===== config.mk =====
export PLATFORM = sky130hd
export DESIGN_NAME = key_cmd_decoder_flat
export DESIGN_NICKNAME = d
export VERILOG_FILES = /design/src/rtl/key_cmd_if.sv /design/src/rtl/key_cmd_decoder.sv /design/src/flat_wrapper.sv
export SDC_FILE = /design/constraint.sdc
export NUM_CORES = 1
export LEC_CHECK = 0
export ABC_CLOCK_PERIOD_IN_PS = 6600
export BUFFER_PORTS_ARGS = -buffer_cell sky130_fd_sc_hd__buf_2
export CAP_MARGIN = 20
export CELL_PAD_IN_SITES_DETAIL_PLACEMENT = 0
export CELL_PAD_IN_SITES_GLOBAL_PLACEMENT = 1
export CORE_MARGIN = 10
export CORE_UTILIZATION = 25
export CTS_CLUSTER_DIAMETER = 40
export DETAILED_ROUTE_END_ITERATION = 7
export PLACE_DENSITY_LB_ADDON = 0.25
export SLEW_MARGIN = 20
export SYNTH_ARGS = -nofsm -noshare
export SYNTH_HDL_FRONTEND = slang
export SYNTH_SLANG_ARGS = --single-unit

===== constraint.sdc =====
create_clock -name clk -period 6.6 [get_ports clk]
set_input_delay 1.65 -clock clk [delete_from_list [all_inputs] [get_ports clk]]
set_output_delay 1.65 -clock clk [all_outputs]
set_load 0.01 [all_outputs]

===== src/rtl/key_cmd_if.sv =====
// Keypad-side bundle: raw key code and held flag in, decoded command pulses out.
interface key_cmd_if;
    logic [3:0] tecla;
    logic       flag;
    logic       p1_up;
    logic       p1_down;
    logic       p1_fire;
    logic       p2_up;
    logic       p2_down;
    logic       p2_fire;
    logic       key_pulse;
    logic [3:0] key_code;

    modport master (
        output tecla, flag,
        input  p1_up, p1_down, p1_fire, p2_up, p2_down, p2_fire, key_pulse, key_code
    );

    modport slave (
        input  tecla, flag,
        output p1_up, p1_down, p1_fire, p2_up, p2_down, p2_fire, key_pulse, key_code
    );
endinterface


===== src/rtl/key_cmd_decoder.sv =====
// Debounces keypad presses, auto-repeats movement keys and maps key codes to
// single-cycle player command pulses.
module key_cmd_decoder #(
    parameter int DEBOUNCE_CYC  = 250000,
    parameter int REPEAT_DELAY  = 7500000,
    parameter int REPEAT_PERIOD = 2500000,
    parameter int CNT_W         = 24
) (
    input  logic     clk,
    input  logic     nreset,
    key_cmd_if.slave kb
);

    localparam logic [CNT_W-1:0] DEB_C = CNT_W'(DEBOUNCE_CYC);
    localparam logic [CNT_W-1:0] RD_C  = CNT_W'(REPEAT_DELAY);
    localparam logic [CNT_W-1:0] RP_C  = CNT_W'(REPEAT_PERIOD);

    typedef enum logic [2:0] {ARM, IDLE, DEB, HOLD, REPEAT} state_t;

    state_t           state, state_nx;
    logic             flag_m, flag_s;
    logic [3:0]       tecla_m, tecla_s;
    logic [CNT_W-1:0] cnt, cnt_nx, cnt_inc;
    logic [CNT_W-1:0] rel, rel_nx, rel_inc;
    logic [3:0]       key_code_nx, fire_code;
    logic             fire, repeatable;
    logic [5:0]       cmd_nx;

    // Two-flop synchronizer; nothing downstream looks at the raw inputs.
    always_ff @(posedge clk or negedge nreset) begin
        if (!nreset) begin
            flag_m  <= 1'b0;
            flag_s  <= 1'b0;
            tecla_m <= '0;
            tecla_s <= '0;
        end else begin
            // NOTE: non-blocking so every flop samples the pre-edge value of its source.
            flag_m  <= kb.flag;
            flag_s  <= flag_m;
            tecla_m <= kb.tecla;
            tecla_s <= tecla_m;
        end
    end

    assign cnt_inc    = (cnt == '1) ? cnt : cnt + 1'b1;
    assign rel_inc    = (rel == '1) ? rel : rel + 1'b1;
    assign repeatable = (kb.key_code == 4'h5) || (kb.key_code == 4'h0) ||
                        (kb.key_code == 4'h3) || (kb.key_code == 4'h9);

    always_comb begin
        // NOTE: every output of this block gets a default first, so no path infers a latch.
        state_nx    = state;
        cnt_nx      = cnt;
        rel_nx      = rel;
        key_code_nx = kb.key_code;
        fire        = 1'b0;
        fire_code   = kb.key_code;
        case (state)
            ARM: begin
                if (flag_s) begin
                    cnt_nx = '0;
                end else if (cnt_inc == DEB_C) begin
                    state_nx = IDLE;
                    cnt_nx   = '0;
                end else begin
                    cnt_nx = cnt_inc;
                end
            end
            IDLE: begin
                if (flag_s) begin
                    state_nx = DEB;
                    cnt_nx   = '0;
                end
            end
            DEB: begin
                if (!flag_s) begin
                    state_nx = IDLE;
                end else if (cnt_inc == DEB_C) begin
                    state_nx    = HOLD;
                    cnt_nx      = '0;
                    rel_nx      = '0;
                    key_code_nx = tecla_s;
                    fire        = 1'b1;
                    fire_code   = tecla_s;
                end else begin
                    cnt_nx = cnt_inc;
                end
            end
            HOLD, REPEAT: begin
                // Repeat timer keeps running through short drops; only a full release stops it.
                cnt_nx = cnt_inc;
                rel_nx = flag_s ? '0 : rel_inc;
                if (!flag_s && (rel_inc == DEB_C)) begin
                    state_nx = IDLE;
                    cnt_nx   = '0;
                    rel_nx   = '0;
                end else if (repeatable && (cnt_inc == ((state == HOLD) ? RD_C : RP_C))) begin
                    state_nx = REPEAT;
                    cnt_nx   = '0;
                    fire     = 1'b1;
                end
            end
            default: state_nx = ARM;
        endcase
    end

    always_comb begin
        cmd_nx = '0;
        if (fire) begin
            case (fire_code)
                4'h5:    cmd_nx = 6'b100000;
                4'h0:    cmd_nx = 6'b010000;
                4'hA:    cmd_nx = 6'b001000;
                4'h3:    cmd_nx = 6'b000100;
                4'h9:    cmd_nx = 6'b000010;
                4'hB:    cmd_nx = 6'b000001;
                default: cmd_nx = 6'b000000;
            endcase
        end
    end

    always_ff @(posedge clk or negedge nreset) begin
        if (!nreset) begin
            state       <= ARM;
            cnt         <= '0;
            rel         <= '0;
            kb.key_code <= '0;
            kb.key_pulse <= 1'b0;
            kb.p1_up    <= 1'b0;
            kb.p1_down  <= 1'b0;
            kb.p1_fire  <= 1'b0;
            kb.p2_up    <= 1'b0;
            kb.p2_down  <= 1'b0;
            kb.p2_fire  <= 1'b0;
        end else begin
            state       <= state_nx;
            cnt         <= cnt_nx;
            rel         <= rel_nx;
            kb.key_code <= key_code_nx;
            kb.key_pulse <= fire;
            kb.p1_up    <= cmd_nx[5];
            kb.p1_down  <= cmd_nx[4];
            kb.p1_fire  <= cmd_nx[3];
            kb.p2_up    <= cmd_nx[2];
            kb.p2_down  <= cmd_nx[1];
            kb.p2_fire  <= cmd_nx[0];
        end
    end

endmodule

===== src/flat_wrapper.sv =====
// flat-port wrapper written by rule: the top's interface ports become plain ports
module key_cmd_decoder_flat 
#(
    parameter int DEBOUNCE_CYC  = 250000,
    parameter int REPEAT_DELAY  = 7500000,
    parameter int REPEAT_PERIOD = 2500000,
    parameter int CNT_W         = 24
)
  (clk, nreset, kb_tecla, kb_flag, kb_p1_up, kb_p1_down, kb_p1_fire, kb_p2_up, kb_p2_down, kb_p2_fire, kb_key_pulse, kb_key_code);
  key_cmd_if kb_i ();
  input  logic clk;
  input  logic nreset;
  input wire logic [$bits(kb_i.tecla)-1:0] kb_tecla;
  input wire logic [$bits(kb_i.flag)-1:0] kb_flag;
  output wire logic [$bits(kb_i.p1_up)-1:0] kb_p1_up;
  output wire logic [$bits(kb_i.p1_down)-1:0] kb_p1_down;
  output wire logic [$bits(kb_i.p1_fire)-1:0] kb_p1_fire;
  output wire logic [$bits(kb_i.p2_up)-1:0] kb_p2_up;
  output wire logic [$bits(kb_i.p2_down)-1:0] kb_p2_down;
  output wire logic [$bits(kb_i.p2_fire)-1:0] kb_p2_fire;
  output wire logic [$bits(kb_i.key_pulse)-1:0] kb_key_pulse;
  output wire logic [$bits(kb_i.key_code)-1:0] kb_key_code;
  assign kb_i.tecla = kb_tecla;
  assign kb_i.flag = kb_flag;
  assign kb_p1_up = kb_i.p1_up;
  assign kb_p1_down = kb_i.p1_down;
  assign kb_p1_fire = kb_i.p1_fire;
  assign kb_p2_up = kb_i.p2_up;
  assign kb_p2_down = kb_i.p2_down;
  assign kb_p2_fire = kb_i.p2_fire;
  assign kb_key_pulse = kb_i.key_pulse;
  assign kb_key_code = kb_i.key_code;
  key_cmd_decoder #(.DEBOUNCE_CYC(DEBOUNCE_CYC), .REPEAT_DELAY(REPEAT_DELAY), .REPEAT_PERIOD(REPEAT_PERIOD), .CNT_W(CNT_W)) u_core (.clk(clk), .nreset(nreset), .kb(kb_i));
endmodule

# Word level (Yosys, flattened, before mapping)
# Index checks and enable logic that the tools add are counted.
# totals
reg_bits	72
in_bits	7
out_inout_bits	11
word_cells	89
# op_classes
addsub	2
n_eq_ne	24
n_mux	33
reduce_logical	15
# op_table
op	count
24-bit two-way mux	12
24-bit one-hot mux with 4 select lines	1
24-bit by 1-bit adder with 24-bit output, second input constant	2
24-bit by 18-bit equality test with 1-bit output, second input constant	2
24-bit equality test, second input constant	2
24-bit one-hot mux with 2 select lines	1
6-bit one-hot mux with 6 select lines	1
24-bit equality test	1
23-bit two-way mux	1
3-bit two-way mux	7
4-bit equality test, second input constant	4
4-bit two-way mux	3
3-bit one-hot mux with 4 select lines	1
4-bit by 2-bit equality test with 1-bit output, second input constant	2
4-bit by 3-bit equality test with 1-bit output, second input constant	2
4-bit zero test	2
2-bit by 1-bit != test with 1-bit output, second input constant	4
3-bit by 2-bit equality test with 1-bit output, second input constant	2
6-bit two-way mux	1
3-bit AND reduction	2
5-bit AND reduction	1
1-bit two-way mux	4
4-bit nonzero test	1
3-bit by 1-bit equality test with 1-bit output, second input constant	1
11 further kinds	14

# Logic depth before layout (Yosys ltp)
# Gate-level depths: netlist (run 1).
# depth
word_depth	9
mapped_depth	14
ltp_nobuf	10

# Least setup slack after synthesis (run 1)
# OpenSTA, ideal clock, no wires.
# synth_path
path_type	register -> register
start	register u_core.cnt[13]
end	register u_core.cnt[0]
setup_time_ns	0.125
t_arrival_ns	3.295
required_ns	6.475
setup_slack_ns	3.181
path_stages_with_launch	13
path_buffers	3
synth_period_minus_slack_ns	3.419
cell_sequence	dfrtp_1 buf_2 nand4_4 or4_1 buf_2 a2111oi_2 xor2_1 nor4_1 o2111ai_4 a22oi_4 buf_4 o21ai_1 mux2_2
# synth_between
elab_chain_len	7
word_cells_on_any_way	12
classes_between	add/sub (1); eq/ne (3); mux (7); reduce/logical (1)
# synth_lines
element	line	rtl
from (decl)	key_cmd_decoder.sv:23	logic [CNT_W-1:0] cnt, cnt_nx, cnt_inc;
from (signal assigned)	key_cmd_decoder.sv:137	cnt <= cnt_nx;
24-bit by 1-bit adder with 24-bit output / 24-bit equality test (equally long branches)	key_cmd_decoder.sv:45	assign cnt_inc = (cnt == '1) ? cnt : cnt + 1'b1;
24-bit two-way mux *	key_cmd_decoder.sv:45	
24-bit equality test	key_cmd_decoder.sv:97	end else if (repeatable && (cnt_inc == ((state == HOLD) ? RD_C : RP_C))) begin
1-bit logical AND	key_cmd_decoder.sv:97	
24-bit two-way mux	key_cmd_decoder.sv:97	
24-bit two-way mux	key_cmd_decoder.sv:93	if (!flag_s && (rel_inc == DEB_C)) begin
24-bit one-hot mux with 4 select lines *	key_cmd_decoder.sv:58	case (state)
# Mark *: on every way between the ends. The rest lies on a longest branch, timed or not. The select of a mux whose other input is x is not followed.
# A chain may end at the register's enable or synchronous reset.

# Worst setup path in the final report (run 1)
# layout_path
start	register u_core.cnt[9]
end	register u_core.cnt[0]
# Same word-level chain as after synthesis.

==> run metrics, run 1 <==
Post-synth top flop=dfrtp_1; Worst Tran Pin Value=1080 ps; Final GP Congestion=0.828; initial antenna violation count=0; CP Capture Type=flip-flop; fraction of registers with async set/reset=1.00; Die H=~160 um; Synth cell types=75; io pins=18; die area=around 26000 um^2; M2 GR Usage=0.181; core footprint=~20000 um^2; most heavily used metal layer in global routing=met2; port bufs=17; TNS Setup=0 ps; vias in the first global route=between 4000 and 5000; critical path class=reg2reg; pin count of the biggest net entering global routing=73; Area Growth Syn to Fin=11.2%; Initial Util=0.256; DP HPWL=~10000 um; share of cells above drive strength 1=0.115; drt pass-1 iters=6; minimum clock period=roughly 4700 ps; sequential area share after synthesis=0.359; Synth Warn #=0; die width=162 um; Num CTS Buffers=9; Design Power=1.02 mW; Inserted Diodes=0; FP Rows=51; GR Overflow Total=0; total setup buffers inserted after CTS=0; Post-DRT Antenna Nets=0; CTS sink count=72; cells after synthesis=between 500 and 600; Crit Path Max Fanout=41; Startpoint Class=flip-flop; area of the multi-input gates=about 3000 um^2; #FFs+latches synth=72; Max Fclk=between 0.2 and 0.25 GHz; pwr/cell area=~180 nW/um^2; M1 GR Usage=0.144; fillers=~2100; cts hold-fix bufs=0; register area=around 1800 um^2; Vias/cell=about 5.5; fin crit share=0.716; DR vias=approximately 4600; met3 Use GR=0.0258; Final Hold Fails=0; Worst slew margin=0.277; Net Count, Synth=595; RSZ-0062 raised after global routing=no; total of max-cap violations=0; clock edge transition at the registers on the reported setup and hold paths=roughly 60 ps; Final Max Tran Viols=0; Longest Clk Path Bufs=2; Util after Layout=0.285; GRT Total Usage=0.111; H-tree Lvls=3; status=finished clean; Min-Delay Path Class=reg2reg; drt drc=0; first-pass GRT wire length=roughly 24000 um; 1st-iter DRT viols=420; WL final=~15000 um; Nets=580; syn_area_per_cell=8.57 um^2; mapped cell area=5020 um^2; Max VDD drop=between 90 and 100 uV; root buffer cell=clkbuf_16; CTS resizes=0; clk_lat worst skew=about 340 ps; commonest non-fill, non-tap cell in the layout=dfrtp_1; Routed wire per std cell=17.3 um; CTS tree=built; Layout Skew=between 7 and 8 ps; Worst Path Arrival=4950 ps; Post-synth EDFFs=0; Worst Path Required=6820 ps; Leak=2.19 nW; most frequent cells in the layout=dfrtp_1, nor2_1, nand2_1; final-report setup violation count=0
layer usage:
| metal | routed length [um] | part of all wire |
|---|---|---|
| met5 | 0 | 0 |
| met4 | 253 | 0.017 |
| met3 | 675 | 0.046 |
| met2 | 6930 | 0.48 |
| met1 | 6680 | 0.46 |
synth_stat cells, types with 7 or more instances:
| cell type | number | share of area |
|---|---|---|
| mux2i_1 | 9 | 0.018 |
| nand3_1 | 27 | 0.027 |
| dfrtp_1 | 72 | 0.36 |
| nor2_1 | 44 | 0.033 |
| a21o_1 | 13 | 0.019 |
| and4_1 | 9 | 0.016 |
| buf_2 | 21 | 0.021 |
| o21ai_0 | 30 | 0.030 |
| and3_1 | 11 | 0.014 |
| inv_1 | 9 | 0.0067 |
| or3_1 | 8 | 0.010 |
| a211oi_1 | 9 | 0.013 |
| o31ai_1 | 8 | 0.012 |
| nor4_1 | 22 | 0.027 |
| xor2_1 | 8 | 0.014 |
| nand2_1 | 42 | 0.031 |
| o211ai_1 | 7 | 0.010 |
| clkbuf_1 | 16 | 0.012 |
| xnor2_1 | 10 | 0.017 |
| a31oi_1 | 18 | 0.022 |
| nand4_1 | 20 | 0.025 |
| a21oi_1 | 33 | 0.033 |
| nor3_1 | 26 | 0.026 |
area by class of cell:
cell class / instances / area share
Clock inverter: 7 / 0.0181
Tap cell: 265 / 0.0594
Multi-Input combinational cell: 459 / 0.534
Clock buffer: 9 / 0.0403
Inverter: 9 / 0.00605
Timing Repair Buffer: 20 / 0.0197
Sequential cell: 72 / 0.323
through the flow:
stage | cells | hold WS (ps) | cell area (um^2) | setup slack, ps
6_report | 841 | 349 | 5590 | 1880
5_1_grt | 841 | 363 | 5590 | 1480
4_1_cts | 841 | 354 | 5590 | 1920
3_5_place_dp | 825 | 340 | 5260 | 1950
3_3_place_gp | 825 | 332 | 5250 | 1630
2_1_floorplan | 586 | 331 | 5020 | 3180
flip-flops by register name (all words and copies together), names as in the netlist, 3 cells and up:
name,cells
u_core.cnt,24
u_core.kb.key_code,4
u_core.rel,24
u_core.state,3
u_core.tecla_m,4
u_core.tecla_s,4
critical path, cell delays in order, from the launching register on:
cell	delay, ps
dfrtp_1	550
nand3_1	330
or4_1	710
a2111oi_2	530
xor2_1	150
nor4_1	660
o2111ai_4	270
a22oi_4	900
o21ai_1	170
mux2_2	330
worst paths after layout:
kind,startpoint,to,slack [ps],cells past startpoint
setup / recovery,u_core.cnt[9]$_DFFE_PN0P_,u_core.cnt[0]$_DFFE_PN0P_,1880,9
hold / removal,u_core.tecla_m[3]$_DFF_PN0_,u_core.tecla_s[3]$_DFF_PN0_,350,0
hold reg to reg,u_core.tecla_m[3]$_DFF_PN0_,u_core.tecla_s[3]$_DFF_PN0_,350,0
setup reg to reg,u_core.cnt[9]$_DFFE_PN0P_,u_core.cnt[0]$_DFFE_PN0P_,1880,9
min in group asynchronous,nreset,u_core.cnt[11]$_DFFE_PN0P_,1450,1
max in group asynchronous,nreset,u_core.tecla_m[3]$_DFF_PN0_,4530,1
cells by family (layout without fill, tap and decap cells):
logic type                 Yosys count  count (layout)  synth area share
xor gates and xnor gates            18              18            0.0314
muxes                               14              14            0.0299
DFF                                 72              72             0.359
adders and majority gates            2               2           0.00498
AOI/OAI and AO/OA                  169             169             0.237
buffers and inverters               55              45            0.0518
and+or+nand+nor                    256             256             0.287
power by group:
part | internal, mW | leakage, nW | switching (mW)
clock network | 0.335 | 0.153 | 0.209
logic | 0.00684 | 1.06 | 0.0172
registers | 0.446 | 0.981 | 0.00431
Power figures use the tool's default switching activity.
==> inputs of run 2 (changes only) <==
--- a/config.mk
+++ b/config.mk
@@ -5,7 +5,8 @@
 export SDC_FILE = /design/constraint.sdc
 export NUM_CORES = 1
 export LEC_CHECK = 0
-export ABC_CLOCK_PERIOD_IN_PS = 6600
+export ABC_AREA = 1
+export ABC_CLOCK_PERIOD_IN_PS = 4400
 export BUFFER_PORTS_ARGS = -buffer_cell sky130_fd_sc_hd__buf_2
 export CAP_MARGIN = 20
 export CELL_PAD_IN_SITES_DETAIL_PLACEMENT = 0
==> constraint.sdc (replaced) <==
create_clock -name clk -period 4.4 [get_ports clk]
set_input_delay 1.1 -clock clk [delete_from_list [all_inputs] [get_ports clk]]
set_output_delay 1.1 -clock clk [all_outputs]
set_load 0.01 [all_outputs]
==> run metrics, run 2 <==
1st-iter DRT viols=329 (-22%); syn_area_per_cell=6.27 um^2 (-27%); Post-synth top flop=dfrtp_1; #FFs+latches synth=72 (unchanged); crit-path most repeated cell=nand2_1; Top Registers=u_core.cnt (24), u_core.rel (24); GRT Total Usage=0.127 (+0.0156); final-report setup violation count=0 (unchanged); most frequent cell after synthesis=nand2_1; Worst Path Arrival=3900 ps (-1050 ps); Die H=164 um (+1.5%); Max Fclk=0.272 GHz (+28%); Initial Util=0.255 (-0.00103); Crit-path slowest cell=dfrtp_1; minimum clock period=3680 ps (-1050 ps); Yosys top cell by area=dfrtp_1; Num CTS Buffers=9 (unchanged); Synth Warn #=0 (unchanged); CTS resizes=0 (unchanged); H-tree Lvls=3 (unchanged); DR vias=5014 (+9.1%); Longest Clk Path Bufs=2 (unchanged); drt drc=0 (unchanged); DP HPWL=12300 um (+21%); Min-Delay Path Class=reg2reg; fin crit share=0.836 (+0.120); M1 GR Usage=0.177 (+0.0329); io pins=18 (unchanged); CTS tree=built; total of max-cap violations=0 (unchanged); initial antenna violation count=0 (unchanged); pwr/cell area=258 nW/um^2 (+42%); Inserted Diodes=0 (unchanged); first-pass GRT wire length=27000 um (+13%); Worst Tran Pin Value=873 ps (-211 ps); Worst Path Required=4630 ps (-2190 ps); status=finished clean; Max stage delay on crit path=520 ps (-380 ps); mapped cell area=5200 um^2 (+3.5%); Final Hold Fails=0 (unchanged); cts hold-fix bufs=0 (unchanged); Leak=2.78 nW (+27%); clock edge transition at the registers on the reported setup and hold paths=80 ps (+20 ps); cells after synthesis=830 (+42%); fraction of registers with async set/reset=1.00 (unchanged); CTS sink count=72 (unchanged); die width=164 um (+1.5%); die area=27000 um^2 (+3.1%); Post-DRT Antenna Nets=0 (unchanged); sequential area share after synthesis=0.346 (-0.0122); CP Capture Type=flip-flop; share of the synthesized area in the top cell type=0.346 (-0.0122); core footprint=20400 um^2 (+4.0%); Final GP Congestion=0.840 (+1.5%); placed cells=1106 (+34%); Routed wire per std cell=14.8 um (-15%); top post-synthesis cells by count=nand2_1, nor2_1, inv_1; Net Count, Synth=839 (+41%); TNS Setup=0 ps (unchanged); drt pass-1 iters=5 (-1); Vias/cell=4.47 (-18%); commonest non-fill, non-tap cell in the layout=nand2_1; share of cells above drive strength 1=0.106 (-0.00895); M2 GR Usage=0.194 (+0.0131); Max VDD drop=185 uV (+86%); pin count of the biggest net entering global routing=73 (unchanged); met3 Use GR=0.0215 (-0.00426); critical path class=reg2reg; RSZ-0062 raised after global routing=no; Final Max Tran Viols=0 (unchanged); Startpoint Class=flip-flop; Largest delay share family, worst path=simple AND/OR/NAND/NOR gates; vias in the first global route=5083 (+17%); Layout Skew=18.1 ps (+10.5 ps); WL final=16600 um (+14%); Crit Path Max Fanout=23 (-44%); FP Rows=52 (+2.0%); Crit path buffers/inverters=2 (+2); root buffer cell=clkbuf_16; largest cells by area after synthesis=dfrtp_1, nand2_1, nor2_1, inv_1, nand3_1; Area Growth Syn to Fin=12.6%; most heavily used metal layer in global routing=met2; Synth cell types=34 (-55%); total setup buffers inserted after CTS=0 (unchanged); GR Overflow Total=0 (unchanged); clk_lat worst skew=350 ps (about the same); CP cell instances=ha_1 > inv_2 > nor2_4 > nand2_4 > nor2_4 > nand2_4 > inv_2 > a21oi_1 > nor2_1 > nand2_1 > nor2_4 > nand2_1 > nand2_2 > nand2_2 > nand2_2 > nor2_1 > nand2_1 > nand2_1; most frequent cells in the layout=nand2_1, nor2_1, inv_1; final instance count without filler cells=1122 (+33%); Nets=856 (+48%); port bufs=17 (unchanged); Worst slew margin=0.414 (+0.137); Post-synth EDFFs=0 (unchanged)
## run 2: worst reg2reg max path: cells and delay by family (launching register included)
kind	cells	cell delay, ps
adders and majority gates	1	340
AOI/OAI and AO/OA	1	80
and+or+nand+nor	14	2320
buffers and inverters	2	290
DFF	1	520
## run 2: area by class of cell
| type | instances | area, um^2 |
|---|---|---|
| clock inverters | 7 | 86.3 |
| clock buffers | 9 | 225 |
| flip-flops and latches | 72 | 1800 |
| well taps | 270 | 338 |
| repair buffers | 19 | 106 |
| fillers | 2298 | 14500 |
| multi-input cells | 637 | 2890 |
| inverters | 108 | 405 |
## run 2: metal layers
layer  vias up  wire (um)  share of wire
li1       2624          -              -
met4         0        262          0.016
met1      2268       8470           0.51
met2       102       7200           0.43
met5         -          0              0
met3        20        628          0.038
## run 2: path summary, 6_finish.rpt
path / start / to / slack [ps] / depth (start not counted)
max: u_core.cnt[0]$_DFFE_PN0P_ / u_core.cnt[10]$_DFFE_PN0P_ / 720 / 18
min: u_core.tecla_m[3]$_DFF_PN0_ / u_core.tecla_s[3]$_DFF_PN0_ / 340 / 0
max reg2reg: u_core.cnt[0]$_DFFE_PN0P_ / u_core.cnt[10]$_DFFE_PN0P_ / 720 / 18
min reg2reg: u_core.tecla_m[3]$_DFF_PN0_ / u_core.tecla_s[3]$_DFF_PN0_ / 340 / 0
max in group asynchronous: nreset / u_core.tecla_s[1]$_DFF_PN0_ / 3110 / 1
min in group asynchronous: nreset / u_core.rel[13]$_DFFE_PN0P_ / 780 / 1
## run 2: report_power, final
group          internal [mW]  switching [mW]
clock network          0.453           0.342
logic                0.00994          0.0337
registers              0.668         0.00598
## run 2: kinds of logic after synthesis
| kind of cell | count (synthesis) | synth area share |
|---|---|---|
| AO/OA/AOI/OAI | 52 | 0.0563 |
| adder cells (fa/ha/maj) | 2 | 0.00481 |
| flip-flops | 72 | 0.346 |
| XOR/XNOR | 11 | 0.0185 |
| AND/OR/NAND/NOR | 572 | 0.477 |
| buffers and inverters | 121 | 0.0974 |
## run 2: through the flow
stage	setup WS [ps]	hold slack [ps]	utilization	instance area [um^2]	total power, mW
6_report	722	342	0.288	5860	1.51
3_3_place_gp	676	332	0.272	5540	0.732
4_1_cts	678	344	0.287	5850	1.55
5_1_grt	405	362	0.288	5860	1.58
2_1_floorplan	1950	331	-	5200	0.707
3_5_place_dp	730	336	0.272	5540	0.732
==> inputs of run 3 (changes only) <==
--- a/config.mk
+++ b/config.mk
@@ -5,8 +5,8 @@
 export SDC_FILE = /design/constraint.sdc
 export NUM_CORES = 1
 export LEC_CHECK = 0
-export ABC_AREA = 1
-export ABC_CLOCK_PERIOD_IN_PS = 4400
+export ABC_AREA = 0
+export ABC_CLOCK_PERIOD_IN_PS = 3700
 export BUFFER_PORTS_ARGS = -buffer_cell sky130_fd_sc_hd__buf_2
 export CAP_MARGIN = 20
 export CELL_PAD_IN_SITES_DETAIL_PLACEMENT = 0
==> constraint.sdc (replaced) <==
create_clock -name clk -period 3.7 [get_ports clk]
set_input_delay 0.925 -clock clk [delete_from_list [all_inputs] [get_ports clk]]
set_output_delay 0.925 -clock clk [all_outputs]
set_load 0.01 [all_outputs]
==> run metrics, run 3 (synthesis gave the netlist of run 1 again) <==
status=finished clean; Min-Delay Path Class=reg2reg; Worst Hold Path EP=u_core.tecla_s[3]$_DFF_PN0_; Crit Path Max Fanout=25 (+8.7%); H-tree Lvls=3 (unchanged); TNS Setup=0 ps (unchanged); root buffer cell=clkbuf_16; die width=162 um (-1.5%); Worst Path Arrival=3730 ps (-170 ps); Vias/cell=5.34 (+19%); DR vias=4795 (-4.4%); combinational share of power=0.029 (about the same); total of max-cap violations=0 (unchanged); Initial Util=0.256 (+0.00103); Die H=162 um (-1.5%); Inserted Diodes=0 (unchanged); DRT met1 WL=7240 um (-15%); final instance count without filler cells=898 (-20%); Post-DRT Antenna Nets=0 (unchanged); critical path class=reg2reg; WL final=15000 um (-9.6%); drt drc=0 (unchanged); Clk pwr share=0.502 (-0.023); Top Registers=u_core.cnt (24), u_core.rel (24); first-pass GRT wire length=24900 um (-7.8%); share of cells above drive strength 1=0.212 (+0.106); final-report setup violation count=0 (unchanged); clock edge transition at the registers on the reported setup and hold paths=60 ps (-20 ps); Max Fclk=0.285 GHz (+4.9%); FP Rows=51 (-1.9%); area of the multi-input gates=3040 um^2 (+5.0%); fillers=2048 (-11%); io pins=18 (unchanged); vias in the first global route=4637 (-8.8%); Final GP Congestion=0.868 (+3.3%); CTS sink count=72 (unchanged); drt pass-1 iters=6 (+1); WHS Path Cells=0 (unchanged); Layout Skew=11.7 ps (-6.39 ps); max layer used=met4; GRT Total Usage=0.115 (-0.0119); port bufs=17 (unchanged); pwr/cell area=282 nW/um^2 (+9.1%); beginning of the worst hold path=u_core.tecla_m[3]$_DFF_PN0_; Leak=2.46 nW (-11%); Num CTS Buffers=9 (unchanged); Reg power frac=0.469 (+0.023); Startpoint Class=flip-flop; Nets=637 (-26%); Longest Clk Path Bufs=2 (unchanged); Routed wire per std cell=16.7 um (+13%); 1st-iter DRT viols=309 (-6.1%); DP HPWL=10800 um (-12%); metal3 WL=591 um (-5.9%); Worst Path Required=3930 ps (-700 ps); core footprint=19600 um^2 (-3.8%); reg2reg end=u_core.cnt[0]$_DFFE_PN0P_; Area Growth Syn to Fin=20.8%; CTS tree=built; Internal=1.28 mW (+13%); Sw Share=0.252 (about the same); Final Hold Fails=0 (unchanged); GR Overflow Total=0 (unchanged); cts hold-fix bufs=0 (unchanged); clk_lat worst skew=350 ps (about the same); CP Capture Type=flip-flop; Worst slew margin=0.336 (-0.0780); pin count of the biggest net entering global routing=73 (unchanged); FF-to-FF setup slack=190 ps (-530 ps); register area=1800 um^2 (+0.14%); minimum clock period=3510 ps (-173 ps); commonest non-fill, non-tap cell in the layout=dfrtp_1; fin crit share=0.947 (+0.112); RSZ-0062 raised after global routing=no; Worst Tran Pin Value=996 ps (+122 ps); Critical R2R Launch=u_core.cnt[8]$_DFFE_PN0P_; placed cells=879 (-21%); worst reg2reg path depth=11 (-7); DR WL met2=6810 um (-5.5%); Switching Power=431 uW (+13%); Max VDD drop=178 uV (-4.1%); Final Max Tran Viols=0 (unchanged); die area=26200 um^2 (-3.0%); initial antenna violation count=0 (unchanged); most frequent cells in the layout=dfrtp_1, buf_4, nor2_1, nand2_1, a21oi_1
-- run 3: cell count changes in the layout (fill, tap and decap cells not counted), moves of 20 or more --
cell,delta
nor3_1,+20
nand3_1,-41
buf_4,+56
a21oi_1,+24
nand2_1,-264
nor2_1,-90
inv_1,-84
-- run 3: worst max path at each step --
stage / from / to / slack (ps) / cells past startpoint
final: u_core.cnt[8]$_DFFE_PN0P_ / u_core.cnt[0]$_DFFE_PN0P_ / 190 / 11
after global routing: u_core.rel[5]$_DFFE_PN0P_ / u_core.cnt[13]$_DFFE_PN0P_ / 9 / 11
after CTS: u_core.cnt[1]$_DFFE_PN0P_ / u_core.cnt[0]$_DFFE_PN0P_ / 70 / 13
after detailed placement: u_core.cnt[1]$_DFFE_PN0P_ / u_core.cnt[0]$_DFFE_PN0P_ / -50 / 13
after global placement: u_core.cnt[1]$_DFFE_PN0P_ / u_core.cnt[0]$_DFFE_PN0P_ / -30 / 13
after floorplan: u_core.cnt[13]$_DFFE_PN0P_ / u_core.cnt[0]$_DFFE_PN0P_ / 280 / 12
-- run 3: cell type report --
cell class	count	area share
multi-input combinational	459	0.501
sequential	72	0.297
clock buffer	9	0.0371
timing repair buffer	77	0.0948
tap	265	0.0546
inverter	9	0.00556
clock inverter	7	0.0101
-- run 3: what timing repair did --
| item | in CTS | in global routing |
|---|---|---|
| pin swaps | 0 | 1 |
| buffers inserted | 0 | 2 |
| setup endpoints to repair | 5 | 29 |
| gates resized for setup | 1 | 12 |
-- run 3: power by group through the flow --
stage                     sequential [mW]  combinational (mW)  clock [mW]
final                               0.803              0.0489       0.859
after global routing                0.804              0.0570       0.923
after floorplan                     0.814              0.0228           0
after detailed placement            0.817              0.0476           0
after CTS                           0.802              0.0481       0.891
after global placement              0.817              0.0468           0
-- run 3: worst max-delay path, stage by stage, from the launching register on --
cell       delay (ps)
dfrtp_1           470
and4_1            410
nand2_1           190
or4_1             580
and2_1            230
o32ai_4           320
buf_4             180
o2111ai_4         160
a22oi_4           260
buf_12            190
o21ai_1            80
mux2_2            310
-- run 3: per-layer routing --
layer  global-route usage  up-vias
li1                     -     2324
met1                0.154     2355
met2                0.179      100
met3               0.0195       16
met4               0.0471        0
met5                    0        -
-- run 3: per-stage QoR --
step	util	cell area, um^2	hold WS, ps	power [mW]	setup slack (ps)
finish	0.310	6070	350	1.71	194
global route	0.310	6070	365	1.78	9.16
global placement	0.290	5680	332	0.864	-32.2
CTS	0.305	5970	351	1.74	66.7
floorplan	-	5020	331	0.837	281
detailed placement	0.290	5680	335	0.865	-54.9
